## src/rtl/ysyx_25060170_pkg.sv

```systemverilog
// Shared types and defaults for the instruction-fetch stage.
// No logic here: fetch FSM encoding, reset PC and reset instruction word.
package ysyx_25060170_pkg;

  localparam int INST_W = 32;

  localparam logic [INST_W-1:0] RESET_PC_DEFAULT = 32'h8000_0000;
  localparam logic [INST_W-1:0] NOP_INST_DEFAULT = 32'h0000_0013;

  typedef enum logic [1:0] {
    S_REQ  = 2'd0,
    S_WAIT = 2'd1,
    S_HOLD = 2'd2
  } fetch_state_e;

endpackage

```

## src/rtl/ysyx_25060170_reg.sv

```systemverilog
// Enabled register with parameterised width and reset value.
// One cycle latency from d_i to q_o when en_i is high; no backpressure.
module ysyx_25060170_reg #(
  parameter int               WIDTH     = 32,
  parameter logic [WIDTH-1:0] RESET_VAL = '0
) (
  input  logic             clk,
  input  logic             rst_n,
  input  logic             en_i,
  input  logic [WIDTH-1:0] d_i,
  output logic [WIDTH-1:0] q_o
);

  always_ff @(posedge clk or negedge rst_n) begin
    if (!rst_n) begin
      q_o <= RESET_VAL;
    end else if (en_i) begin
      q_o <= d_i;
    end
  end

endmodule

```

## src/rtl/ysyx_25060170_ifu_fetch.sv

```systemverilog
// Fetch stage: one request per instruction, 3 cycles/inst best case, no prefetch.
// Request held stable until imem_req_ready; decode output held until id_ready.
module ysyx_25060170_ifu_fetch
  import ysyx_25060170_pkg::*;
#(
  parameter logic [INST_W-1:0] RESET_PC = RESET_PC_DEFAULT,
  parameter logic [INST_W-1:0] NOP_INST = NOP_INST_DEFAULT
) (
  input  logic              clk,
  input  logic              rst_n,
  output logic              imem_req_valid,
  input  logic              imem_req_ready,
  output logic [31:0]       imem_req_addr,
  input  logic              imem_resp_valid,
  input  logic [INST_W-1:0] imem_resp_data,
  input  logic              redirect_valid,
  input  logic [31:0]       redirect_pc,
  output logic              id_valid,
  input  logic              id_ready,
  output logic [31:0]       id_pc,
  output logic [INST_W-1:0] id_inst
);

  fetch_state_e      state_q, state_d;
  logic              kill_q, kill_d;
  logic              id_valid_q, id_valid_d;
  logic [31:0]       pc_q, pc_d;
  logic [31:0]       req_addr_q, req_addr_d;
  logic [31:0]       id_pc_q;
  logic [INST_W-1:0] id_inst_q;
  logic              id_en;
  logic [31:0]       target;
  logic [31:0]       pc_plus4;

  assign target   = redirect_pc & ~32'd3;
  assign pc_plus4 = pc_q + 32'd4;

  always_ff @(posedge clk or negedge rst_n) begin
    if (!rst_n) begin
      state_q    <= S_REQ;
      kill_q     <= 1'b0;
      id_valid_q <= 1'b0;
    end else begin
      state_q    <= state_d;
      kill_q     <= kill_d;
      id_valid_q <= id_valid_d;
    end
  end

  always_comb begin
    state_d    = state_q;
    kill_d     = kill_q;
    id_valid_d = id_valid_q;
    pc_d       = pc_q;
    req_addr_d = req_addr_q;
    id_en      = 1'b0;
    case (state_q)
      S_REQ: begin
        if (imem_req_ready) state_d = S_WAIT;
        // The request already on the bus goes out as is; its answer is stale.
        if (redirect_valid) kill_d = 1'b1;
      end
      S_WAIT: begin
        if (imem_resp_valid) begin
          if (kill_q || redirect_valid) begin
            kill_d     = 1'b0;
            req_addr_d = redirect_valid ? target : pc_q;
            state_d    = S_REQ;
          end else begin
            id_en      = 1'b1;
            id_valid_d = 1'b1;
            state_d    = S_HOLD;
          end
        end else if (redirect_valid) begin
          kill_d = 1'b1;
        end
      end
      S_HOLD: begin
        if (redirect_valid) begin
          id_valid_d = 1'b0;
          req_addr_d = target;
          state_d    = S_REQ;
        end else if (id_ready) begin
          id_valid_d = 1'b0;
          pc_d       = pc_plus4;
          req_addr_d = pc_plus4;
          state_d    = S_REQ;
        end
      end
      default: state_d = S_REQ;
    endcase
    if (redirect_valid) pc_d = target;
  end

  ysyx_25060170_reg #(.WIDTH(32), .RESET_VAL(RESET_PC)) u_pc (
    .clk(clk), .rst_n(rst_n), .en_i(1'b1), .d_i(pc_d), .q_o(pc_q)
  );

  ysyx_25060170_reg #(.WIDTH(32), .RESET_VAL(RESET_PC)) u_req_addr (
    .clk(clk), .rst_n(rst_n), .en_i(1'b1), .d_i(req_addr_d), .q_o(req_addr_q)
  );

  ysyx_25060170_reg #(.WIDTH(32), .RESET_VAL(32'h0)) u_id_pc (
    .clk(clk), .rst_n(rst_n), .en_i(id_en), .d_i(req_addr_q), .q_o(id_pc_q)
  );

  ysyx_25060170_reg #(.WIDTH(INST_W), .RESET_VAL(NOP_INST)) u_id_inst (
    .clk(clk), .rst_n(rst_n), .en_i(id_en), .d_i(imem_resp_data), .q_o(id_inst_q)
  );

  assign imem_req_valid = (state_q == S_REQ) && rst_n;
  assign imem_req_addr  = req_addr_q;
  assign id_valid       = id_valid_q;
  assign id_pc          = id_pc_q;
  assign id_inst        = id_inst_q;

endmodule
```

## config.mk

```make
export PLATFORM = sky130hd
export DESIGN_NAME = ysyx_25060170_ifu_fetch
export DESIGN_NICKNAME = d
export VERILOG_FILES = /design/src/rtl/ysyx_25060170_pkg.sv /design/src/rtl/ysyx_25060170_reg.sv /design/src/rtl/ysyx_25060170_ifu_fetch.sv
export SDC_FILE = /design/constraint.sdc
export NUM_CORES = 1
export LEC_CHECK = 0
export BUFFER_PORTS_ARGS = -buffer_cell sky130_fd_sc_hd__buf_2
export CAP_MARGIN = 20
export CORE_MARGIN = 4
export CORE_UTILIZATION = 44
export CTS_CLUSTER_SIZE = 14
export DETAILED_ROUTE_END_ITERATION = 6
export HOLD_SLACK_MARGIN = 0.15
export PLACE_DENSITY = 0.76
export RECOVER_POWER = 100
export SYNTH_ARGS = -nofsm -noshare
export SYNTH_HDL_FRONTEND = slang
export SYNTH_SLANG_ARGS = --single-unit
export TNS_END_PERCENT = 100
```

## constraint.sdc

```tcl
create_clock -name clk -period 5.1 [get_ports clk]
set_input_delay 1.02 -clock clk [delete_from_list [all_inputs] [get_ports clk]]
set_output_delay 1.02 -clock clk [all_outputs]
set_load 0.005 [all_outputs]
```

==> results.toml, run 1 <==
[cells_and_area]
flow.area_growth_from_synthesis_pct = 22.0
final_layout_size_suffix_gt1_frac = 0.345
final.fill_count = 1240
num-nets-final = 792
multiInputGateArea_mm2 = 0.00281
register_area_mm2 = 0.00331
insertedDiodeCount = 0

[timing]
unrepaired_setup_endpoints_after_global_routing = "false"
timing_worst_slew_pin_value_ns = 1.60
hold_viol = 0
max_clock_freq_mhz = 268
timing.clock.skew_ns = 0.00665
fin_setup_tns_ns = 0
max_slew_margin = -0.0685
layout_min_cycle_time_ns = 3.73
report.final.setup_viol = 0
timing.final.max_slew_violations = 103
worst_slack_ns = 1.37
finalCritPeriodShare = 0.732

[clocking]
clk_pin_slew_worst_paths_ns = 0.06
tritoncts.num_buffers = 17
insertion_delay_ns = 0.41
post-cts-setup-buffers = 0
cts_tree = "yes"
tritoncts_num_sinks = 132
ctsRootBufferMaster = "clkbuf_16"
cts_buffer_depth = 2
htree_levels = 4
postCtsResizedCells = 0
cts_hold_repair.buffers = 0

[floorplanning]
initial_utilization = 0.455
floorplan.io_pins = 168
die_span_x_um = 129
chipHeight_um = 129
design.die.area_mm2 = 0.0165
rows = 43
core-area_mm2 = 0.0140

[synthesis]
syn-instance-count = 571
synth_fp_nets = 642
synth_top_area_share = 0.497
synth_edf_count = 0
count_leader_synth = "dfrtp_1"
synth_sequential_area_ratio = 0.518
synth_area_per_cell_um2 = 11.2
ys.warnings.count = 0
flip_flop_and_latch_count_after_synthesis = 132
post_synth_instance_area_mm2 = 0.00639
synth-async-reset-ratio = 1.00
netlist_top_cells_area = "dfrtp_1 (50%), mux2_2 (15%), xnor2_1 (4.1%)"
cell_taking_the_most_area_after_synthesis = "dfrtp_1"
netlist-cell-type-count = 57
synth_common_cells = "dfrtp_1 (127), mux2_2 (83), nand2_1 (50)"
synth_top_flop_cell = "dfrtp_1"

[global_route]
grt_pass1_vias = 5013
grt_start_max_net_pins = 83
globalRoute.totalOverflow = 0
grt_first_pass_wirelength_mm = 25.4
grt_antenna_before_repair = 0
grt_util_all_layers = 0.194

[power_and_ir_drop]
static-leakage-power_nw = 3.48
power.density_mw_per_mm2 = 476
power.ir.vdd_worst_mv = 0.217

[setup_path]
critPathKind = "in -> reg"
cp_max_fo = 43
worstSetupEndpointType = "flop"
timing.critical_path.from_type = "input pin"
rr_worst_depth = 6
worst-endpoint-arrival_ns = 3.99
critPathRequiredTime_ns = 5.35

[placement]
routabilityCongestion = 0.859
detailedPlacementHpwl_mm = 10.9
port_bufs = 165
detailedPlace.worstSlack_ns = 1.87

[flow_run]
drv.max_cap_violation_count = 2

[drt]
drc = 0
route.final.wire_length_mm = 15.4
final_antenna_net_count = 0
detailroute.via_count = 4926
drtIter0Drc = 188
first_pass_iters = 4
route.detailed.vias_per_inst = 5.39
wl_per_cell_um = 16.9

[min_path]
worst_hold_path_type = "reg -> reg"
worst_hold_path.num_cells = 2

[outcome]
violations = "max-capacitance violations, max-slew violations"
run_status = "complete, but fails checks"
[cell usage in the layout (no fill, tap or decap), types with 8 or more instances in the layout]
cell type and instances:
dfrtp_1 127, nand2_1 49, nor2_1 46, xor2_1 18
a21oi_1 9, nor3_1 26, and3_1 8, mux2_2 82
clkbuf_1 46, clkbuf_16 17, nand3_1 12, buf_2 121
a211oi_1 9, xnor2_1 30, inv_1 8, nand4_1 14
o21ai_0 24
[cell families (layout without fill, tap and decap cells)]
logic type	count (synthesis)	count (layout)	synth area share
xor gates and xnor gates	48	48	0.0658
AOI/OAI and AO/OA	67	67	0.0691
DFF	132	132	0.518
buffers and inverters	48	211	0.0417
adders and majority gates	1	1	0.00196
and+or+nand+nor	187	187	0.150
muxes	88	88	0.154
[worst max-delay path, stage by stage]
cell and delay [ns]:
clkbuf_1 1.11, clkinv_1 0.76, buf_4 0.49, nor2_1 0.21
o21bai_1 0.13, mux2_2 0.18, o21ai_0 0.07
[flip-flops by register name, summed over array words and instances, names as in the netlist]
register / count
u_id_inst.q_o: 32
u_id_pc.q_o: 32
u_pc.q_o: 32
u_req_addr.q_o: 32
state_q: 2
id_valid: 1
kill_q: 1
[report_power, final]
group	internal, mW	switching [mW]
Clock	0.802	0.434
Combinational	0.471	0.388
Sequential	1.40	0.224
[stage by stage]
step	instances	hold slack, ns	instance area [µm²]	total power [mW]	util
global placement	880	0.463	7250	2.50	0.516
CTS	912	0.486	7850	3.80	0.559
detailed placement	880	0.473	7250	2.55	0.516
global route	914	0.511	7800	3.95	0.556
finish	914	0.480	7800	3.72	0.556
floorplan	571	0.469	6390	2.07	-
[area by class of cell]
cell class,instances,area share
clock buffers,22,0.0608
clock inverters,10,0.0167
inverters,9,0.00433
multi-input cells,391,0.361
flip-flops and latches,132,0.424
well taps,180,0.0289
repair buffers,170,0.105
[path summary, 6_finish.rpt]
check | from | endpoint | slack, ns
max in group asynchronous | rst_n | u_req_addr.q_o[22] | 3.29
min in group asynchronous | rst_n | u_id_pc.q_o[28] | 0.64
min reg2reg | u_id_pc.q_o[31] | u_id_pc.q_o[31] | 0.48
max | redirect_valid | u_req_addr.q_o[22] | 1.37
min | u_id_pc.q_o[31] | u_id_pc.q_o[31] | 0.48
max reg2reg | state_q[1] | u_req_addr.q_o[4] | 1.99
[layer usage]
layer,vias up,global-route usage,wire [µm]
met1,2400,0.249,6790
met5,-,0,0
met3,30,0.0498,1170
met4,0,0.0716,289
li1,2310,-,-
met2,186,0.317,7160
No activity file was read; power rests on OpenSTA's default activity.
==> run 2, diff against run 1 <==
PLACE_DENSITY = 0.79   (was 0.76)
clock period = 3.3 ns   (was 5.1 ns; I/O delays follow)
==> run 2 against run 1 <==
The flow still finishes with violations (max-capacitance violations, max-slew violations); highest routed layer unchanged; non-clock buffer count grew 4; register-to-register slack lost 1.3 ns; core utilization shrank 0.20 points; combinational power grew 53%; die area is the same; sequential share of layout area grew 0.15 points; largest cell class unchanged; cell area shrank 0.35%; clock skew grew 0.00070 ns; global-route usage shrank 0.32 points.
==> results.toml, run 2 (same netlist as run 1, synthesis figures left out) <==
[setup_path]
reg2reg_capture_point = "u_req_addr.q_o[15]"
worst-endpoint-arrival_ns = 2.91
r2r_slack_ns = 0.71
critPathRequiredTime_ns = 3.60
rr_worst_depth = 6
cp_max_fo = 34
critPathKind = "in -> reg"
timing.critical_path.from_type = "input pin"
r2r_start = "state_q[0]"
worstSetupEndpointType = "flop"

[flow_run]
drv.max_cap_violation_count = 1

[drt]
route.final.wire_length_mm = 15.4
first_pass_iters = 4
detailroute.via_count = 4882
drtIter0Drc = 241
route.detailed.vias_per_inst = 5.32
wl_per_cell_um = 16.8
final_antenna_net_count = 0
drc = 0

[clocking]
ctsRootBufferMaster = "clkbuf_16"
clk_pin_slew_worst_paths_ns = 0.06
tritoncts_num_sinks = 132
tritoncts.num_buffers = 17
htree_levels = 4
insertion_delay_ns = 0.42
cts_tree = "yes"
cts_hold_repair.buffers = 0
postCtsResizedCells = 0
post-cts-setup-buffers = 0
cts_buffer_depth = 2

[timing]
layout_min_cycle_time_ns = 2.61
timing.final.max_slew_violations = 133
timing_worst_slew_pin_value_ns = 1.79
report.final.setup_viol = 0
hold_viol = 0
finalCritPeriodShare = 0.792
worst_slack_ns = 0.685
timing.clock.skew_ns = 0.00735
max_clock_freq_mhz = 382
max_slew_margin = -0.192
fin_setup_tns_ns = 0
unrepaired_setup_endpoints_after_global_routing = "false"

[power_and_ir_drop]
power.switching_fraction = 0.293
intPower_mw = 4.01
power.ir.vdd_worst_mv = 0.468
seq_power_share = 0.441
post-layout-total-power_mw = 5.68
static-leakage-power_nw = 3.45
power.density_mw_per_mm2 = 730
power_frac_comb = 0.231
netSwitchingPower_mw = 1.66
power_frac_clock = 0.328

[global_route]
grt_util_all_layers = 0.191
grt_start_max_net_pins = 133
grt_pass1_vias = 4873
globalRoute.totalOverflow = 0
grt_first_pass_wirelength_mm = 24.6
grt_antenna_before_repair = 0

[floorplanning]
chipHeight_um = 129
floorplan.io_pins = 168
die_span_x_um = 129
rows = 43
design.die.area_mm2 = 0.0165
core-area_mm2 = 0.0140
initial_utilization = 0.455

[cells_and_area]
final.fill_count = 1250
layout.cells.most_common = "dfrtp_1"
layout.cells.most_common_list = "dfrtp_1 (127), buf_2 (115), mux2_2 (83)"
flow.area_growth_from_synthesis_pct = 21.6
final_design_area_no_fill_mm2 = 0.00777
insertedDiodeCount = 0
num-nets-final = 796
final_layout_size_suffix_gt1_frac = 0.336

[min_path]
worst_hold_path.num_cells = 3
worst_hold_path_type = "in -> reg"
holdCritStartpoint = "redirect_pc[27]"
holdPathEnd = "u_pc.q_o[27]"

[placement]
routabilityCongestion = 0.858
detailedPlacementHpwl_mm = 10.8
port_bufs = 165
placed_area_mm2 = 0.00732
detailedPlace.worstSlack_ns = 0.705

[outcome]
run_status = "complete, but fails checks"
violations = "max-capacitance violations, max-slew violations"
==> run 2: cell count changes in the layout (fill, tap and decap cells not counted), moves of 2 or more <==
cell      before  now
clkinv_4       0    3
buf_4          3    5
clkinv_2       5    3
inv_6          0    2
clkbuf_1      46   55
clkbuf_8       3    1
buf_2        121  115
buf_6          2    0
==> run 2: metrics by stage <==
step,instances,utilization,hold WS (ns)
floorplan,571,-,0.364
global placement,886,0.521,0.460
detailed placement,886,0.521,0.471
CTS,918,0.562,0.397
global route,918,0.554,0.451
finish,918,0.554,0.468
==> run 2: power by group through the flow <==
stage,Clock (mW),Sequential [mW],Combinational [mW]
CTS,1.90,2.50,1.41
global placement,0,2.51,1.37
global route,1.98,2.58,1.48
finish,1.86,2.51,1.31
detailed placement,0,2.53,1.40
floorplan,0,2.51,0.682
==> run 2: worst max path at each step <==
stage	slack (ns)	cells after the start	end	startpoint
2_1_floorplan	1.26	7	u_pc.q_o[24]	u_pc.q_o[2]
3_3_place_gp	0.75	7	u_req_addr.q_o[16]	id_ready
3_5_place_dp	0.70	7	u_req_addr.q_o[16]	id_ready
4_1_cts	0.93	6	u_req_addr.q_o[16]	state_q[0]
5_1_grt	0.38	6	u_req_addr.q_o[15]	state_q[0]
6_report	0.69	5	u_id_inst.q_o[10]	redirect_valid
==> run 2: area by class of cell <==
cell class	instances	area, µm²	share of cell area
multi-input combinational	391	2810	0.361
timing repair buffer	174	821	0.106
tap	180	225	0.0290
sequential	132	3310	0.426
inverter	9	33.8	0.00435
clock inverter	11	126	0.0163
clock buffer	21	450	0.0579
==> run 2: metal layers <==
layer / global-route usage / vias to the layer above / share of wire
met5: 0 / - / 0
met4: 0.0692 / 0 / 0.018
met3: 0.0581 / 20 / 0.075
met2: 0.306 / 174 / 0.47
met1: 0.244 / 2377 / 0.43
li1: - / 2311 / -
==> run 2: critical path, stage by stage <==
cell and delay, ns:
clkbuf_1 0.48, nor2_1 0.17, nand2_4 0.42, clkbuf_2 0.74, mux2_2 0.42
